[src/rtl/tpu_sequencer.sv]
// tpu_sequencer: host-side instruction issuer for the Mini TPU control unit.
// It streams matrices A and B in as LOAD instructions and issues START. It
// then waits out the systolic computation and reads every result cell back
// with a STORE, returning each result byte on a valid/ready output stream.
// The instruction output is registered. Each state computes the word that
// drives the control unit during the following cycle.
// Optional build macro: TPU_SEQ_STOP_EN inserts a one-cycle STOP (16'h4000)
// between the compute wait and the first STORE.
module tpu_sequencer #(
  parameter int unsigned DATA_WIDTH     = 8,
  parameter int unsigned COMPUTE_CYCLES = 12
) (
  input  logic                  clk,
  input  logic                  rst_n,
  input  logic                  start,
  output logic                  busy,
  output logic                  done,
  input  logic [DATA_WIDTH-1:0] in_data,
  input  logic                  in_valid,
  output logic                  in_ready,
  output logic [15:0]           instruction,
  input  logic [DATA_WIDTH-1:0] array_result,
  output logic [DATA_WIDTH-1:0] out_data,
  output logic                  out_valid,
  input  logic                  out_ready
);

  localparam logic [15:0] InstrNop   = 16'hC000;  // STORE r0 c0, harmless to the array
  localparam logic [15:0] InstrStart = 16'h0000;
  localparam logic [15:0] InstrStop  = 16'h4000;
  localparam logic [1:0]  OpLoad     = 2'b10;
  localparam logic [1:0]  OpStore    = 2'b11;

  localparam int unsigned WaitW = (COMPUTE_CYCLES > 1) ? $clog2(COMPUTE_CYCLES) : 1;
  localparam logic [WaitW-1:0] WaitLast = WaitW'(COMPUTE_CYCLES - 1);

  typedef enum logic [3:0] {
    StIdle,
    StLoadA,
    StLoadB,
    StStart,
    StWait,
    StStop,
    StStoreIssue,
    StStoreCap,
    StStoreOut
  } state_e;

  state_e                  r_state, w_state_next;
  logic [3:0]              r_idx, w_idx_next;
  logic [WaitW-1:0]        r_wait, w_wait_next;
  logic [15:0]             r_instr, w_instr_next;
  logic [DATA_WIDTH-1:0]   r_out_data, w_out_data_next;
  logic                    r_out_valid, w_out_valid_next;
  logic                    r_done, w_done_next;

  logic                    w_in_hs;
  logic                    w_out_hs;
  logic [7:0]              w_imm;

  assign in_ready    = (r_state == StLoadA) || (r_state == StLoadB);
  assign busy        = (r_state != StIdle);
  assign done        = r_done;
  assign instruction = r_instr;
  assign out_data    = r_out_data;
  assign out_valid   = r_out_valid;

  assign w_in_hs  = in_valid && in_ready;
  assign w_out_hs = r_out_valid && out_ready;
  assign w_imm    = 8'(in_data);

  // State, index, counters and all registered outputs.
  always_ff @(posedge clk or negedge rst_n) begin
    if (!rst_n) begin
      r_state     <= StIdle;
      r_idx       <= '0;
      r_wait      <= '0;
      r_instr     <= InstrNop;
      r_out_data  <= '0;
      r_out_valid <= 1'b0;
      r_done      <= 1'b0;
    end else begin
      r_state     <= w_state_next;
      r_idx       <= w_idx_next;
      r_wait      <= w_wait_next;
      r_instr     <= w_instr_next;
      r_out_data  <= w_out_data_next;
      r_out_valid <= w_out_valid_next;
      r_done      <= w_done_next;
    end
  end

  // Next-state logic and the instruction to present on the following cycle.
  always_comb begin
    w_state_next     = r_state;
    w_idx_next       = r_idx;
    w_wait_next      = r_wait;
    w_instr_next     = r_instr;
    w_out_data_next  = r_out_data;
    w_out_valid_next = r_out_valid;
    w_done_next      = 1'b0;

    case (r_state)
      StIdle: begin
        w_instr_next = InstrNop;
        w_idx_next   = '0;
        if (start) begin
          w_state_next = StLoadA;
        end
      end

      StLoadA: begin
        w_instr_next = InstrNop;
        if (w_in_hs) begin
          w_instr_next = {OpLoad, 1'b0, 1'b0, r_idx[3:2], r_idx[1:0], w_imm};
          w_idx_next   = r_idx + 4'd1;  // wraps to 0 for the B phase
          if (r_idx == 4'd15) begin
            w_state_next = StLoadB;
          end
        end
      end

      StLoadB: begin
        w_instr_next = InstrNop;
        if (w_in_hs) begin
          w_instr_next = {OpLoad, 1'b1, 1'b0, r_idx[3:2], r_idx[1:0], w_imm};
          w_idx_next   = r_idx + 4'd1;  // wraps to 0 for the readback phase
          if (r_idx == 4'd15) begin
            w_state_next = StStart;
          end
        end
      end

      StStart: begin
        w_instr_next = InstrStart;
        w_wait_next  = '0;
        w_state_next = StWait;
      end

      StWait: begin
        w_instr_next = InstrNop;
        if (r_wait == WaitLast) begin
`ifdef TPU_SEQ_STOP_EN
          w_state_next = StStop;
`else
          w_state_next = StStoreIssue;
`endif
        end else begin
          w_wait_next = r_wait + 1'b1;
        end
      end

`ifdef TPU_SEQ_STOP_EN
      StStop: begin
        w_instr_next = InstrStop;
        w_state_next = StStoreIssue;
      end
`endif

      StStoreIssue: begin
        w_instr_next = {OpStore, 1'b0, 1'b0, r_idx[3:2], r_idx[1:0], 8'h00};
        w_state_next = StStoreCap;
      end

      // The STORE is on the bus this cycle, so array_result is the selected cell.
      StStoreCap: begin
        w_out_data_next  = array_result;
        w_out_valid_next = 1'b1;
        w_state_next     = StStoreOut;
      end

      // Hold the result and the STORE until the consumer takes the byte.
      StStoreOut: begin
        if (w_out_hs) begin
          w_out_valid_next = 1'b0;
          if (r_idx == 4'd15) begin
            w_done_next  = 1'b1;
            w_idx_next   = '0;
            w_instr_next = InstrNop;
            w_state_next = StIdle;
          end else begin
            w_idx_next   = r_idx + 4'd1;
            w_state_next = StStoreIssue;
          end
        end
      end

      default: begin
        w_instr_next = InstrNop;
        w_state_next = StIdle;
      end
    endcase
  end

endmodule

[config.mk]
export PLATFORM = sky130hd
export DESIGN_NAME = tpu_sequencer
export DESIGN_NICKNAME = d
export VERILOG_FILES = /design/src/rtl/tpu_sequencer.sv
export SDC_FILE = /design/constraint.sdc
export NUM_CORES = 1
export LEC_CHECK = 0
export ABC_AREA = 1
export ABC_CLOCK_PERIOD_IN_PS = 1800
export BUFFER_PORTS_ARGS = -buffer_cell sky130_fd_sc_hd__buf_4
export CORE_ASPECT_RATIO = 0.75
export CORE_UTILIZATION = 40
export CTS_CLUSTER_DIAMETER = 60
export CTS_CLUSTER_SIZE = 8
export DETAILED_ROUTE_END_ITERATION = 7
export PLACE_DENSITY_LB_ADDON = 0.08
export SKIP_CTS_REPAIR_TIMING = 1
export SYNTH_ARGS = -nofsm -noshare
export SYNTH_HDL_FRONTEND = slang
export SYNTH_SLANG_ARGS = --single-unit
[constraint.sdc]
create_clock -name clk -period 1.8 [get_ports clk]
set_input_delay 0.27 -clock clk [delete_from_list [all_inputs] [get_ports clk]]
set_output_delay 0.27 -clock clk [all_outputs]
set_load 0.02 [all_outputs]
==> impl_results.md, run 1 <==
* Inst Count DP at 320
* Clock Path Buffers at 2
* Power per cell area at 1470 mW/mm2
* Crit Reg-Reg Endpoint: instruction[8]
* Routed wire length at 3.78 mm
* Post-Syn Nets at 244
* Hold depth at 3
* Die Width at 78.7 um
* Reg clk slew, reported paths at ~0.070 ns
* Area grow syn2layout at 28.1%
* Clock sink total at 37
* GPL Wtd Cong at 0.914
* Yosys warns at 0
* Clk_skew at 0.00723 ns
* Antenna fix cells at 0
* Hold slack at 0.182 ns
* TritonRoute pass-1 iters at 4
* Vias/cell at about 4.8
* Hold Path End: out_data[5]
* Layout cells sized above 1 at a little over a quarter
* Non-filler cells, final at 328
* Yosys top cell area share at between 40% and 50%
* Remaining antenna violation count at 0
* Area of placed instances at roughly 0.0022 mm2
* Core area at just over 0.004 mm2
* WL per Instance at 11.5 um
* Worst min path class: in -> reg
* Synth area leader: dfrtp_1
* H-tree depth at 2
* Fmax at 0.611 GHz
* Clock latency on the worst-skew pair at 0.28 ns
* CP Max Fanout at 9
* Commonest non-fill, non-tap cell in the layout: nand2_1
* Unrepaired setup endpoints after global routing: false
* Fin nets at 296
* Max Cap Viol at 0
* CP required at between 1.5 and 2 ns
* Starting Density at 42.8%
* Power, Total at 3.33 mW
* R2r setup slk at roughly 0.27 ns
* Chip height at about 60 um
* R2r startpoint: r_state[3]
* Vias in the first global route at 1367
* I/O pin cnt at 49
* Setup Total Neg Slack at 0 ns
* Crit path launch type: register
* Mapped Area at 0.00177 mm2
* Core Rows at 20
* P_leak at 1.27 nW
* Post-synthesis sequential area ratio at 52.6%
* Post-layout util at approximately 55%
* Via count at 1568
* Ys async rst share at between 90% and 100%
* Final instance area at approximately 0.0023 mm2
* Remaining Overflow, GRT at 0
* DR DRC count at 0
* Setup Crit Path Kind: reg -> out
* Antenna violations before repair at 0
* Total GRT Usage at 18.1%
* Area of the multi-input gates at 737 um2
* Drt initial violations at between 50 and 60
* # setup viols final at 0
* CTS tree: built
* Period utilization at 90.9%
* Most frequent cells in the layout: nand2_1, buf_4, dfrtp_1
* CTS Buf Count at 5
* Die area at 0.00469 mm2
* Post-DP HPWL at roughly 2.8 mm
* Crit end category: output port
* Clk root buf: clkbuf_8
* Fill count at 407
* Post-synth EDFFs at 0
* Mean Syn Cell Area at 7.99 um2
* Dpl ws at 0.271 ns
* Fin crit period at 1.64 ns
* Top cells by area, synth: dfrtp_1, nand2_1, nand3_1
* Setup slack after layout at 0.164 ns
* Port buffer count at 47
* Mapped Cells at 221
* Arr. time, crit path at 1.37 ns
* Final slew viol count at 0
* Worst hold start: array_result[5]
* Global-route wire length before repair at ~6.4 mm
* Peak supply drop at 0.000680 V
* Pin count of the biggest net entering global routing at 38
* Worst r2r path cells at 5
* FF/Latch Area at 928 um2
* Synth Register Bits at 37
* Count of cell types in the netlist at 26
* Main flop type after synthesis: dfrtp_1
* Endpoints failing hold at 0
* Status: complete, no violations
[layer usage]
layer / GRT usage, % / vias up / wire length (um)
met5: 0 / - / 0
met4: 6.35 / 0 / 30
met3: 4.77 / 4 / 317
met2: 26.1 / 58 / 1510
met1: 26.3 / 711 / 1920
li1: - / 795 / -
[where the power goes]
part           internal (mW)  total, mW  switching [mW]
Combinational          0.562       1.47           0.909
Clock                  0.303      0.565           0.262
Sequential              1.09       1.29           0.198
[cells in the mapped netlist, types with 2 or more instances]
library cell / number
inv_2: 8
nand2_2: 3
dfstp_2: 2
o21ai_0: 5
nand3_4: 2
nor3_1: 2
nand4_1: 2
nand2_1: 96
a21oi_1: 4
nor2_1: 13
ha_1: 2
o21ai_1: 7
nand3_1: 16
inv_1: 11
buf_2: 2
dfrtp_1: 35
nor2_2: 2
[final cells by class]
| type | instances | area share (%) |
|---|---|---|
| repair buffers | 49 | 16.4 |
| inverters | 19 | 3.15 |
| flip-flops and latches | 37 | 41.0 |
| clock buffers | 7 | 3.82 |
| well taps | 55 | 3.04 |
| multi-input cells | 161 | 32.6 |
[worst max-delay path, cell delays in order (launching register included)]
cell	delay, ns
dfrtp_1	0.44
nor2_4	0.25
nand3_4	0.17
inv_2	0.08
buf_4	0.14
[how the worst max path moves through the flow]
stage | from | endpoint | slack (ns) | depth (start not counted)
6_report | r_state[3] | in_ready | 0.16 | 4
5_1_grt | r_state[3] | in_ready | 0.08 | 4
4_1_cts | r_state[3] | in_ready | 0.15 | 4
3_5_place_dp | r_state[3] | instruction[8] | 0.27 | 5
3_3_place_gp | r_state[3] | instruction[8] | 0.27 | 5
2_1_floorplan | r_idx[0] | instruction[11] | 0.49 | 7
[cell families after synthesis]
logic type,count (synthesis),synth area share [%]
AO/OA/AOI/OAI,19,5.81
adder cells (fa/ha/maj),2,1.42
buffers and inverters,23,5.67
XOR/XNOR,1,0.496
other,1,0.212
flip-flops,37,52.6
AND/OR/NAND/NOR,138,33.8
[flip-flops by register name, indices dropped and copies added (netlist names)]
signal       flops
instruction     15
out_data         8
r_idx            4
r_state          4
r_wait           4
done             1
out_valid        1
Power figures use the tool's default switching activity.
==> run 2: changes to the inputs <==
- ABC_AREA: 1 -> 0
==> impl_results.md, run 2 <==
* Status: complete, no violations (unchanged)
* Post-synthesis sequential area ratio at 51.9% (was 52.6%)
* Reg clk slew, reported paths at 0.08 ns (was 0.07 ns)
* Period utilization at 98.5% (was 90.9%)
* Endpoints failing hold at 0 (unchanged)
* Max Cap Viol at 0 (unchanged)
* Layout cells sized above 1 at 43.5% (was 26.4%)
* Via count at 1440 (was 1568)
* Count of cell types in the netlist at 50 (was 26)
* Crit path launch type: register (unchanged)
* I/O pin cnt at 49 (unchanged)
* Area of the multi-input gates at 805 um2 (was 737 um2)
* Area of placed instances at 0.00228 mm2 (was 0.00217 mm2)
* # setup viols final at 0 (unchanged)
* Top cells by area, synth: dfrtp_1, a22o_1, mux2_2 (was dfrtp_1, nand2_1, nand3_1)
* Clk root buf: clkbuf_8 (unchanged)
* Clock Path Buffers at 2 (unchanged)
* Peak supply drop at 0.000908 V (was 0.000680 V)
* Top-count cell post-synth: dfrtp_1 (was nand2_1)
* Synth cell count leaders: dfrtp_1, a22o_1, nand3_1, nor2_1 (was nand2_1, dfrtp_1, nand3_1)
* Fmax at 0.564 GHz (was 0.611 GHz)
* Vias/cell at 5.18 (was 4.78)
* P_leak at 1.17 nW (was 1.27 nW)
* Fin nets at 245 (was 296)
* Antenna fix cells at 0 (unchanged)
* Mean Syn Cell Area at 11.4 um2 (was 7.99 um2)
* TritonRoute pass-1 iters at 4 (unchanged)
* CP max stage cell: or4_4 (was dfrtp_1)
* Unrepaired setup endpoints after global routing: true (was false)
* Commonest non-fill, non-tap cell in the layout: buf_4 (was nand2_1)
* Power, Total at 4.15 mW (was 3.33 mW)
* GPL Wtd Cong at 0.904 (was 0.914)
* Crit path max-delay family: simple AND/OR/NAND/NOR gates (was flip-flops)
* Total GRT Usage at 18.7% (was 18.1%)
* Setup Crit Path Kind: reg -> out (unchanged)
* Starting Density at 42.8% (about the same)
* CP bufs+invs at 1 (was 2)
* Global-route wire length before repair at 6.62 mm (was 6.38 mm)
* Most frequent cells in the layout: buf_4, dfrtp_1, a22o_1 (was nand2_1, buf_4, dfrtp_1)
* Final instance area at 0.00244 mm2 (was 0.00226 mm2)
* Die area at 0.00474 mm2 (was 0.00469 mm2)
* FF/Latch Area at 932 um2 (was 928 um2)
* Antenna violations before repair at 0 (unchanged)
* CP required at 1.53 ns (about the same)
* Post-Syn Nets at 180 (was 244)
* Main flop type after synthesis: dfrtp_1 (unchanged)
* Post-synth EDFFs at 0 (unchanged)
* H-tree depth at 2 (unchanged)
* Drt initial violations at 57 (was 52)
* Non-filler cells, final at 278 (was 328)
* Yosys top cell area share at 49.0% (was 49.6%)
* WL per Instance at 15.0 um (was 11.5 um)
* Synth Register Bits at 37 (unchanged)
* Vias in the first global route at 1375 (was 1367)
* Post-DP HPWL at 3.05 mm (was 2.81 mm)
* Remaining antenna violation count at 0 (unchanged)
* Max reg flops at 15 (unchanged)
* Remaining Overflow, GRT at 0 (unchanged)
* Slowest stage delay, CP at 0.55 ns (was 0.44 ns)
* Clock sink total at 37 (unchanged)
* Core Rows at 20 (unchanged)
* Final slew viol count at 0 (unchanged)
* Routed wire length at 4.18 mm (was 3.78 mm)
* Clk_skew at 0.00837 ns (was 0.00723 ns)
* Synth area leader: dfrtp_1 (unchanged)
* Power per cell area at 1700 mW/mm2 (was 1470 mW/mm2)
* Pin count of the biggest net entering global routing at 38 (unchanged)
* Yosys warns at 0 (unchanged)
* Chip height at 59.9 um (was 59.5 um)
* Area grow syn2layout at 36.7% (was 28.1%)
* CP Max Fanout at 6 (was 9)
* Mapped Cells at 157 (was 221)
* CTS tree: built (unchanged)
* Core area at 0.00418 mm2 (was 0.00413 mm2)
* Die Width at 79.2 um (was 78.7 um)
* Post-layout util at 58.5% (was 54.8%)
* Inst Count DP at 266 (was 320)
* Ys async rst share at 100% (unchanged)
* CTS Buf Count at 5 (unchanged)
* Arr. time, crit path at 1.50 ns (was 1.37 ns)
* Worst min path class: in -> reg (unchanged)
* Fill count at 361 (was 407)
* Port buffer count at 47 (unchanged)
* Worst-path cell chain: or4_4, buf_4 (was nor2_4, nand3_4, inv_2, buf_4)
* Clock latency on the worst-skew pair at 0.29 ns (was 0.28 ns)
* Crit end category: output port (unchanged)
* Mapped Area at 0.00179 mm2 (was 0.00177 mm2)
* DR DRC count at 0 (unchanged)
* Fin crit period at 1.77 ns (was 1.64 ns)
## run 2: where the power goes
part	internal, mW	switching [mW]
combinational	0.993	1.05
clock	0.411	0.290
sequential	1.13	0.267
total	2.54	1.61
## run 2: stage by stage
step           worst slack [ns]  hold slack, ns  setup TNS [ns]
6_report                 0.0263           0.199               0
2_1_floorplan            0.0435         -0.0256               0
3_5_place_dp            -0.0264           0.258         -0.0264
5_1_grt                -0.00882           0.192         -0.0132
3_3_place_gp             0.0305           0.251               0
4_1_cts                  -0.101         -0.0549          -0.140
## run 2: kinds of logic after synthesis
family	synth area share, %
buffers and inverters	4.06
adders and majority gates	1.96
xor gates and xnor gates	1.89
DFF	51.9
and+or+nand+nor	17.8
muxes	5.88
AOI/OAI and AO/OA	16.3
other	0.210
## run 2: per-layer routing
layer  vias up  track usage, %  part of all wire [%]  wire [um]
li1        704               -                     -          -
met1       690            25.4                    48       2000
met2        42            29.3                    45       1890
met3         4            5.34                   6.2        259
met4         0            5.45                  0.69         29
met5         -               0                     0          0
## run 2: cell type report
class	count	area share [%]
Timing Repair Buffer	67	21.1
Inverter	4	0.614
Sequential cell	37	38.1
Tap cell	55	2.82
Clock inverter	2	1.43
Clock buffer	6	2.97
Multi-Input combinational cell	107	32.9
## run 2: worst paths after layout
check | cells past startpoint | start | slack, ns | to
worst min-delay path | 2 | in_data[6] | 0.20 | instruction[6]
worst max-delay path | 2 | r_state[0] | 0.03 | busy
max in group asynchronous | 2 | rst_n | 0.99 | instruction[15]
worst min register to register | 1 | out_data[1] | 0.51 | out_data[1]
min in group asynchronous | 2 | rst_n | 0.47 | r_wait[2]
worst max register to register | 4 | r_state[0] | 0.06 | r_state[0]
